`config.mk`:
```
export PLATFORM = sky130hd
export DESIGN_NAME = pico_io_bridge
export DESIGN_NICKNAME = d
export VERILOG_FILES = /design/src/rtl/pico_io_bridge.sv
export SDC_FILE = /design/constraint.sdc
export NUM_CORES = 1
export LEC_CHECK = 0
export CAP_MARGIN = 20
export CELL_PAD_IN_SITES_DETAIL_PLACEMENT = 1
export CELL_PAD_IN_SITES_GLOBAL_PLACEMENT = 2
export CORE_MARGIN = 1.5
export CORE_UTILIZATION = 40
export CTS_CLUSTER_SIZE = 40
export DETAILED_ROUTE_END_ITERATION = 8
export GPL_ROUTABILITY_DRIVEN = 0
export GPL_TIMING_DRIVEN = 0
export PLACE_DENSITY = 0.88
export SLEW_MARGIN = 15
export SYNTH_ARGS = -nofsm -noshare
export SYNTH_HDL_FRONTEND = slang
export SYNTH_SLANG_ARGS = --single-unit
```
`constraint.sdc`:
```
create_clock -name clk -period 5.4 [get_ports clk]
set_input_delay 0.54 -clock clk [delete_from_list [all_inputs] [get_ports clk]]
set_output_delay 0.54 -clock clk [all_outputs]
set_load 0.01 [all_outputs]
```
`src/rtl/pico_io_bridge.sv`:
```
// PicoBlaze port-mapped I/O bridge: board I/O registers, queued RAM probe
// sequencer, single-cycle RAM write path and masked edge-latched interrupts.
module pico_io_bridge #(
    parameter int          NUM_DIGITS  = 8,
    parameter int          LED_WIDTH   = 16,
    parameter int          PROBE_DEPTH = 5,
    parameter int          RAM_AW      = 8,
    parameter int          RAM_DW      = 2,
    parameter int          RAM_RD_LAT  = 1,
    parameter int          NUM_IRQ     = 4,
    parameter logic [7:0]  OOB_ADDR    = 8'hFF
) (
    input  logic                    clk,
    input  logic                    reset_n,
    input  logic [7:0]              port_id,
    input  logic [7:0]              out_port,
    input  logic                    write_strobe,
    output logic [7:0]              in_port,
    output logic                    interrupt,
    input  logic                    interrupt_ack,
    input  logic [NUM_IRQ-1:0]      irq_src,
    input  logic [4:0]              db_btns,
    input  logic [15:0]             db_sw,
    output logic [LED_WIDTH-1:0]    leds,
    output logic [5*NUM_DIGITS-1:0] digits,
    output logic [NUM_DIGITS-1:0]   dp,
    output logic [RAM_AW-1:0]       ram_addr,
    output logic                    ram_we,
    output logic [RAM_DW-1:0]       ram_wdata,
    input  logic [RAM_DW-1:0]       ram_rdata
);

    typedef enum logic [1:0] {
        ST_IDLE  = 2'd0,
        ST_ISSUE = 2'd1,
        ST_WAIT  = 2'd2,
        ST_DONE  = 2'd3
    } state_t;

    // Bits beyond the configured LED/digit count are forced to zero on write.
    localparam logic [15:0] LED_MASK = (LED_WIDTH == 16) ? 16'hFFFF : 16'h00FF;
    localparam logic [15:0] DP_MASK  = 16'((32'd1 << NUM_DIGITS) - 32'd1);

    state_t               state_r, state_nx_s;
    logic [7:0]           queue_r [16];
    logic [3:0]           cnt_r, idx_r;
    logic [1:0]           wait_r;
    logic [7:0]           hits_r;
    logic                 oob_r, ovf_r, done_r, valid_r, drop_r;
    logic [7:0]           waddr_r;
    logic [15:0]          led_r, dp_r;
    logic [4:0]           digit_r [16];
    logic [NUM_IRQ-1:0]   mask_r, pend_r, irq_prev_r;
    logic                 newly_r, interrupt_r;
    logic [7:0]           in_port_r, rd_data_s;
    logic [RAM_AW-1:0]    ram_addr_r;
    logic                 ram_we_r;
    logic [RAM_DW-1:0]    ram_wdata_r;

    logic                 busy_s, full_s, empty_s, ctrl_wr_s, clear_s, start_s;
    logic [7:0]           cur_entry_s;
    logic                 cur_oob_s, last_s, sample_s, dig_sel_s, evt_s;
    logic [NUM_IRQ-1:0]   rise_s, w1c_s;

    assign busy_s      = (state_r != ST_IDLE);
    assign full_s      = (cnt_r == 4'(PROBE_DEPTH));
    assign empty_s     = (cnt_r == 4'd0);
    assign ctrl_wr_s   = write_strobe && (port_id == 8'h08);
    assign clear_s     = ctrl_wr_s && out_port[1];
    assign start_s     = ctrl_wr_s && out_port[0] && !out_port[1];
    assign cur_entry_s = queue_r[idx_r];
    assign cur_oob_s   = (cur_entry_s == OOB_ADDR);
    assign last_s      = (({1'b0, idx_r} + 5'd1) >= {1'b0, cnt_r});
    assign sample_s    = (wait_r == 2'(RAM_RD_LAT));
    assign dig_sel_s   = (port_id[7:4] == 4'h2) && ({1'b0, port_id[3:0]} < 5'(NUM_DIGITS));
    assign rise_s      = irq_src & ~irq_prev_r;
    assign w1c_s       = (write_strobe && (port_id == 8'h0F)) ? out_port[NUM_IRQ-1:0]
                                                             : {NUM_IRQ{1'b0}};
    // Only a 0->1 transition of an enabled pending bit counts as a new event.
    assign evt_s       = |(rise_s & ~pend_r & mask_r);

    // Sequencer state register.
    always_ff @(posedge clk or negedge reset_n) begin
        if (!reset_n) begin
            state_r <= ST_IDLE;
        end else begin
            state_r <= state_nx_s;
        end
    end

    // Sequencer next-state logic; clear aborts any probe in flight.
    always_comb begin
        state_nx_s = state_r;
        case (state_r)
            ST_IDLE: begin
                if (start_s && !empty_s) begin
                    state_nx_s = ST_ISSUE;
                end else begin
                    state_nx_s = ST_IDLE;
                end
            end
            ST_ISSUE: begin
                if (clear_s) begin
                    state_nx_s = ST_IDLE;
                end else if (cur_oob_s) begin
                    state_nx_s = last_s ? ST_DONE : ST_ISSUE;
                end else begin
                    state_nx_s = ST_WAIT;
                end
            end
            ST_WAIT: begin
                if (clear_s) begin
                    state_nx_s = ST_IDLE;
                end else if (sample_s) begin
                    state_nx_s = last_s ? ST_DONE : ST_ISSUE;
                end else begin
                    state_nx_s = ST_WAIT;
                end
            end
            ST_DONE: state_nx_s = ST_IDLE;
            default: state_nx_s = ST_IDLE;
        endcase
    end

    // Probe queue, result flags, RAM address/write port.
    always_ff @(posedge clk or negedge reset_n) begin
        if (!reset_n) begin
            for (int i = 0; i < 16; i++) begin
                queue_r[i] <= 8'h00;
            end
            cnt_r       <= 4'd0;
            idx_r       <= 4'd0;
            wait_r      <= 2'd0;
            hits_r      <= 8'h00;
            oob_r       <= 1'b0;
            ovf_r       <= 1'b0;
            done_r      <= 1'b0;
            valid_r     <= 1'b0;
            drop_r      <= 1'b0;
            ram_addr_r  <= {RAM_AW{1'b0}};
            ram_we_r    <= 1'b0;
            ram_wdata_r <= {RAM_DW{1'b0}};
        end else begin
            ram_we_r <= 1'b0;
            if (clear_s) begin
                cnt_r   <= 4'd0;
                idx_r   <= 4'd0;
                hits_r  <= 8'h00;
                oob_r   <= 1'b0;
                ovf_r   <= 1'b0;
                done_r  <= 1'b0;
                valid_r <= 1'b0;
                drop_r  <= 1'b0;
            end else begin
                if (write_strobe && (port_id == 8'h0C)) begin
                    if (busy_s) begin
                        drop_r <= 1'b1;
                    end else begin
                        ram_we_r    <= 1'b1;
                        ram_addr_r  <= waddr_r[RAM_AW-1:0];
                        ram_wdata_r <= out_port[RAM_DW-1:0];
                    end
                end
                if (write_strobe && (port_id == 8'h07) && !busy_s) begin
                    if (full_s) begin
                        ovf_r <= 1'b1;
                    end else begin
                        queue_r[cnt_r] <= out_port;
                        cnt_r          <= cnt_r + 4'd1;
                        if (out_port == OOB_ADDR) begin
                            oob_r <= 1'b1;
                        end
                    end
                end
                if (start_s && !busy_s) begin
                    idx_r <= 4'd0;
                    if (empty_s) begin
                        done_r  <= 1'b1;
                        valid_r <= 1'b1;
                    end else begin
                        hits_r  <= 8'h00;
                        done_r  <= 1'b0;
                        valid_r <= 1'b0;
                    end
                end
                case (state_r)
                    ST_ISSUE: begin
                        if (cur_oob_s) begin
                            oob_r <= 1'b1;
                            idx_r <= idx_r + 4'd1;
                        end else begin
                            ram_addr_r <= cur_entry_s[RAM_AW-1:0];
                            wait_r     <= 2'd0;
                        end
                    end
                    ST_WAIT: begin
                        wait_r <= wait_r + 2'd1;
                        if (sample_s) begin
                            if ((ram_rdata != {RAM_DW{1'b0}}) && (hits_r != 8'hFF)) begin
                                hits_r <= hits_r + 8'd1;
                            end
                            idx_r <= idx_r + 4'd1;
                        end
                    end
                    ST_DONE: begin
                        done_r  <= 1'b1;
                        valid_r <= (hits_r == 8'h00) && !oob_r;
                    end
                    default: begin
                        wait_r <= wait_r;
                    end
                endcase
            end
        end
    end

    // Port read mux; unmapped and out-of-range ports read zero.
    always_comb begin
        rd_data_s = 8'h00;
        case (port_id)
            8'h00: rd_data_s = {3'b000, db_btns};
            8'h01: rd_data_s = db_sw[7:0];
            8'h02: rd_data_s = db_sw[15:8];
            8'h03: rd_data_s = led_r[7:0];
            8'h04: rd_data_s = led_r[15:8];
            8'h05: rd_data_s = dp_r[7:0];
            8'h06: rd_data_s = dp_r[15:8];
            8'h08: rd_data_s = {busy_s, done_r, full_s, empty_s, cnt_r};
            8'h09: rd_data_s = {5'b00000, ovf_r, oob_r, valid_r};
            8'h0A: rd_data_s = hits_r;
            8'h0D: rd_data_s = {7'b0000000, drop_r};
            8'h0E: rd_data_s = 8'(mask_r);
            8'h0F: rd_data_s = 8'(pend_r);
            default: begin
                if (dig_sel_s) begin
                    rd_data_s = {3'b000, digit_r[port_id[3:0]]};
                end else begin
                    rd_data_s = 8'h00;
                end
            end
        endcase
    end

    // Board output registers, irq mask, write address and registered read data.
    always_ff @(posedge clk or negedge reset_n) begin
        if (!reset_n) begin
            led_r     <= 16'h0000;
            dp_r      <= 16'h0000;
            mask_r    <= {NUM_IRQ{1'b0}};
            waddr_r   <= 8'h00;
            in_port_r <= 8'h00;
            for (int i = 0; i < 16; i++) begin
                digit_r[i] <= 5'd0;
            end
        end else begin
            in_port_r <= rd_data_s;
            if (write_strobe) begin
                case (port_id)
                    8'h03: led_r[7:0]  <= out_port & LED_MASK[7:0];
                    8'h04: led_r[15:8] <= out_port & LED_MASK[15:8];
                    8'h05: dp_r[7:0]   <= out_port & DP_MASK[7:0];
                    8'h06: dp_r[15:8]  <= out_port & DP_MASK[15:8];
                    8'h0B: waddr_r     <= out_port;
                    8'h0E: mask_r      <= out_port[NUM_IRQ-1:0];
                    default: begin
                        if (dig_sel_s) begin
                            digit_r[port_id[3:0]] <= out_port[4:0];
                        end
                    end
                endcase
            end
        end
    end

    // Edge-latched pending bits and interrupt line; a coincident new event beats ack.
    always_ff @(posedge clk or negedge reset_n) begin
        if (!reset_n) begin
            irq_prev_r  <= {NUM_IRQ{1'b0}};
            pend_r      <= {NUM_IRQ{1'b0}};
            newly_r     <= 1'b0;
            interrupt_r <= 1'b0;
        end else begin
            irq_prev_r <= irq_src;
            pend_r     <= (pend_r & ~w1c_s) | rise_s;
            newly_r    <= evt_s;
            if (newly_r) begin
                interrupt_r <= 1'b1;
            end else if (interrupt_ack && !evt_s) begin
                interrupt_r <= 1'b0;
            end
        end
    end

    assign in_port   = in_port_r;
    assign interrupt = interrupt_r;
    assign leds      = led_r[LED_WIDTH-1:0];
    assign dp        = dp_r[NUM_DIGITS-1:0];
    assign ram_addr  = ram_addr_r;
    assign ram_we    = ram_we_r;
    assign ram_wdata = ram_wdata_r;

    for (genvar g = 0; g < NUM_DIGITS; g++) begin : g_digits
        assign digits[5*g +: 5] = digit_r[g];
    end

endmodule

```
==> run summary <==
The run finished with clean final reports. Across the VDD grid, the largest voltage drop is 0.000198 V. At the later pin of the worst-skew pair, clock insertion delay measures 520 ps. The tools report the switching power as 0.00115 W. The longest clock path from root to sink contains 3 buffers. The number of antenna diodes in the final layout is 0.

For the number of antenna violations at the first check in global routing, the log shows 0. The number of nets in the synthesized netlist was 1186; the top-area cell type share of the netlist area was 52.5%. Final-report hold violation count: 0. The tools report the max-slew headroom at the worst pin as 31.3%. The leading area contributor after synthesis is sky130_fd_sc_hd__dfrtp_1. The pin count of the biggest net entering global routing came out at 84. The synthesized flop and latch total works out to 298.

Internal power contribution: 0.00374 W. Area of the mapped netlist: 0.0142 sq mm. Critical path endpoint category: a flip-flop. Global routing used 24.4% of the available tracks across all layers. The number of synthesized flops with an enable pin is 0. The die covers 0.0367 sq mm. The tools report the clock tree skew after final layout as 23.0 ps.

Power spread over the standard cell area amounts to 285 mW/mm^2. The average instance in the mapped netlist occupies 12.7 sq um. The final routed DRC violation total was 0; the growth of design area from synthesis to finish was 20.8%. In this run the standard cell core region covers 0.0347 sq mm. The run gives 507 as the starting DRC count in detailed routing. The share of final-layout standard cells stronger than drive strength 1 was 28.4%; the average routed wire per standard cell was 24.8 microns. The clock network accounts for 45.9% of the total power. The critical path in this run is classified as in2reg. Once routing completed, OpenROAD measured the worst setup slack at 2250 ps.

For the via count of the first global-routing pass, the log shows 10733. Counting instances in the post-synthesis netlist gives the leading cell types as sky130_fd_sc_hd__dfrtp_1, sky130_fd_sc_hd__mux2_2, sky130_fd_sc_hd__clkbuf_1. Horizontal extent of the die: 191 microns. The max-cap violation count is 0. Overflow left after global routing: 0.

For the worst slack at placement, the log shows 1800 ps. The filler cells instantiated in the layout total 3585. The tree is rooted in a sky130_fd_sc_hd__clkbuf_16.

For the post-synthesis cell count, the log shows 1123. The count of input and output buffers is 121. After synthesis, the share of flip-flops with an asynchronous set or reset is 100%. In this run the core area contains 68 standard-cell rows. The register share of total power is 47.2%, and the number of sinks driven by the clock tree is 298.

The tools report the post-synthesis sequential area ratio as 52.5%. In this run the remaining antenna-violating nets after routing total 0. The clock period could shrink to 3150 ps. The detailed router placed 9991 vias in this run.

During I/O placement, the number of pins put on the boundary was 131. The most instantiated library cell after synthesis is sky130_fd_sc_hd__dfrtp_1. The maximum net fanout on the critical path is 10, and the detailed-placement wirelength estimate is 30800 microns. Predominant post-synthesis flop cell: sky130_fd_sc_hd__dfrtp_1. The number of buffers created by CTS was 34. The number of optimization iterations in the first detailed-route pass is 5, and the final period utilization is 58.3%. The count of different cell masters after synthesis was 64; the clock slew at the register clock pins of the worst setup and hold paths was 60 ps. The run gives 0 ps as the aggregate negative setup slack. The number of max-slew violations in the final report was 0. The maximum level of the CTS H-tree is 2, and the total of cells resized after clock tree synthesis is 0.

Combinational logic is responsible for 6.9% of the overall power. Net switching is 23.6% of the power. The effective utilization at floorplan came out at 40.9%.

The logs give 0 for the number of endpoints failing setup at the final stage and 66400 microns for the global-route wire length before repair. Yosys warning count: 0. TritonCTS built the clock tree. In this run the worst hold path is classified as reg2reg. At the pin with the least slew margin, the transition time is 1030 ps. Setup repair after global routing left no endpoint under its margin. Ranked by total cell area, the synthesized netlist is headed by sky130_fd_sc_hd__dfrtp_1, sky130_fd_sc_hd__mux2_2, sky130_fd_sc_hd__mux4_2.

The worst setup path is launched from a primary input. The die extent in y is 191 microns, and the critical path data arrival time is 3540 ps. For this block, the routed nets add up to 43600 microns of wire.

The tools report the leakage power of the design as 7.88 nW. Data on the critical path is required at its endpoint by 5790 ps. In the routed layout, each cell is associated on average with a via count of 5.67. For this run, the top clock speed supported by timing is 318 MHz. After the last flow step, the layout net total stands at 1348.
-- cell type report --
| cell class | count | area [sq um] | area share, % |
|---|---|---|---|
| clock buffer | 49 | 988 | 5.76 |
| multi-input combinational | 652 | 5870 | 34.2 |
| tap | 455 | 569 | 3.32 |
| inverter | 20 | 75.1 | 0.437 |
| buffer | 153 | 807 | 4.70 |
| sequential | 298 | 7460 | 43.4 |
| timing repair buffer | 126 | 1310 | 7.65 |
| clock inverter | 8 | 90.1 | 0.525 |
-- sequential cells by signal, indices dropped and copies added, names as in the netlist, 2 cells and up --
signal	flops
pend_r	4
cnt_r	4
ram_addr	8
ram_wdata	2
digits	40
hits_r	8
digit_r	40
leds	16
wait_r	2
mask_r	4
waddr_r	8
dp_r	8
queue_r	128
idx_r	4
state_r	2
in_port	8
irq_prev_r	4
-- cell usage in the layout (no fill, tap or decap), drive strengths merged, types with 8 or more instances in the layout --
master,count
nand2b,8
o21ai,22
inv,19
nand3,26
mux2,198
dfrtp,298
buf,68
and2,8
mux4,51
a21oi,30
a22oi,20
and3,13
nand2,70
nor3,16
clkbuf,139
mux2i,18
nor2b,10
a221oi,11
clkdlybuf4s50,120
nor2,52
ha,16
nand4,11
-- power by group through the flow --
stage | registers [W] | logic, W | clock network, W
floorplan | 0.00234 | 0.000138 | 0
global placement | 0.00235 | 0.000322 | 0
detailed placement | 0.00235 | 0.000338 | 0
CTS | 0.00231 | 0.000342 | 0.00228
global route | 0.00231 | 0.000364 | 0.00237
finish | 0.00231 | 0.000337 | 0.00225
-- worst max-delay path, cell delays in order --
cell                              delay, ps
sky130_fd_sc_hd__clkdlybuf4s50_1        450
sky130_fd_sc_hd__nor4_2                 430
sky130_fd_sc_hd__buf_2                  290
sky130_fd_sc_hd__and2_1                 140
sky130_fd_sc_hd__buf_2                  160
sky130_fd_sc_hd__nand4_2                320
sky130_fd_sc_hd__o21ai_0                730
sky130_fd_sc_hd__o21ai_0                200
sky130_fd_sc_hd__a22oi_1                220
sky130_fd_sc_hd__nor2_1                  50
-- worst paths after layout --
check,start,to,slack (ps),cells past startpoint
max in group asynchronous,reset_n,state_r[0],3630,4
worst min register to register,newly_r,interrupt,430,1
min in group asynchronous,reset_n,digits[27],560,2
worst max register to register,state_r[1],queue_r[96],2280,8
worst min-delay path,newly_r,interrupt,430,1
worst max-delay path,port_id[7],hits_r[6],2250,10
-- routing by layer --
layer  part of all wire [%]  global-route usage [%]  vias up
met5                      0                       0        -
met4                    3.1                    8.26        0
met3                    4.1                    3.34       87
met2                     49                    40.6      247
met1                     44                    32.8     5330
li1                       -                       -     4327
-- through the flow --
stage | instances | total power [W] | hold slack [ps] | util (%) | area [sq um]
2_1_floorplan | 1123 | 0.00248 | 244 | - | 14200
3_5_place_dp | 1703 | 0.00269 | 422 | 46.3 | 16100
6_report | 1761 | 0.00489 | 434 | 49.5 | 17200
5_1_grt | 1761 | 0.00504 | 470 | 49.5 | 17200
3_3_place_gp | 1699 | 0.00267 | 417 | 46.1 | 16000
4_1_cts | 1761 | 0.00493 | 440 | 49.5 | 17200
-- repair_timing --
action	CTS	global route
hold endpoints to repair	6	0
buffers inserted	0	0
hold buffers	1	0
setup endpoints to repair	0	0
-- kinds of logic after synthesis --
family / count (synthesis) / synth area share (%)
adders and majority gates: 16 / 1.41
muxes: 267 / 25.0
AOI/OAI and AO/OA: 132 / 6.43
xor gates and xnor gates: 4 / 0.247
buffers and inverters: 173 / 6.21
and+or+nand+nor: 233 / 8.16
DFF: 298 / 52.5
Power figures use the tool's default switching activity.
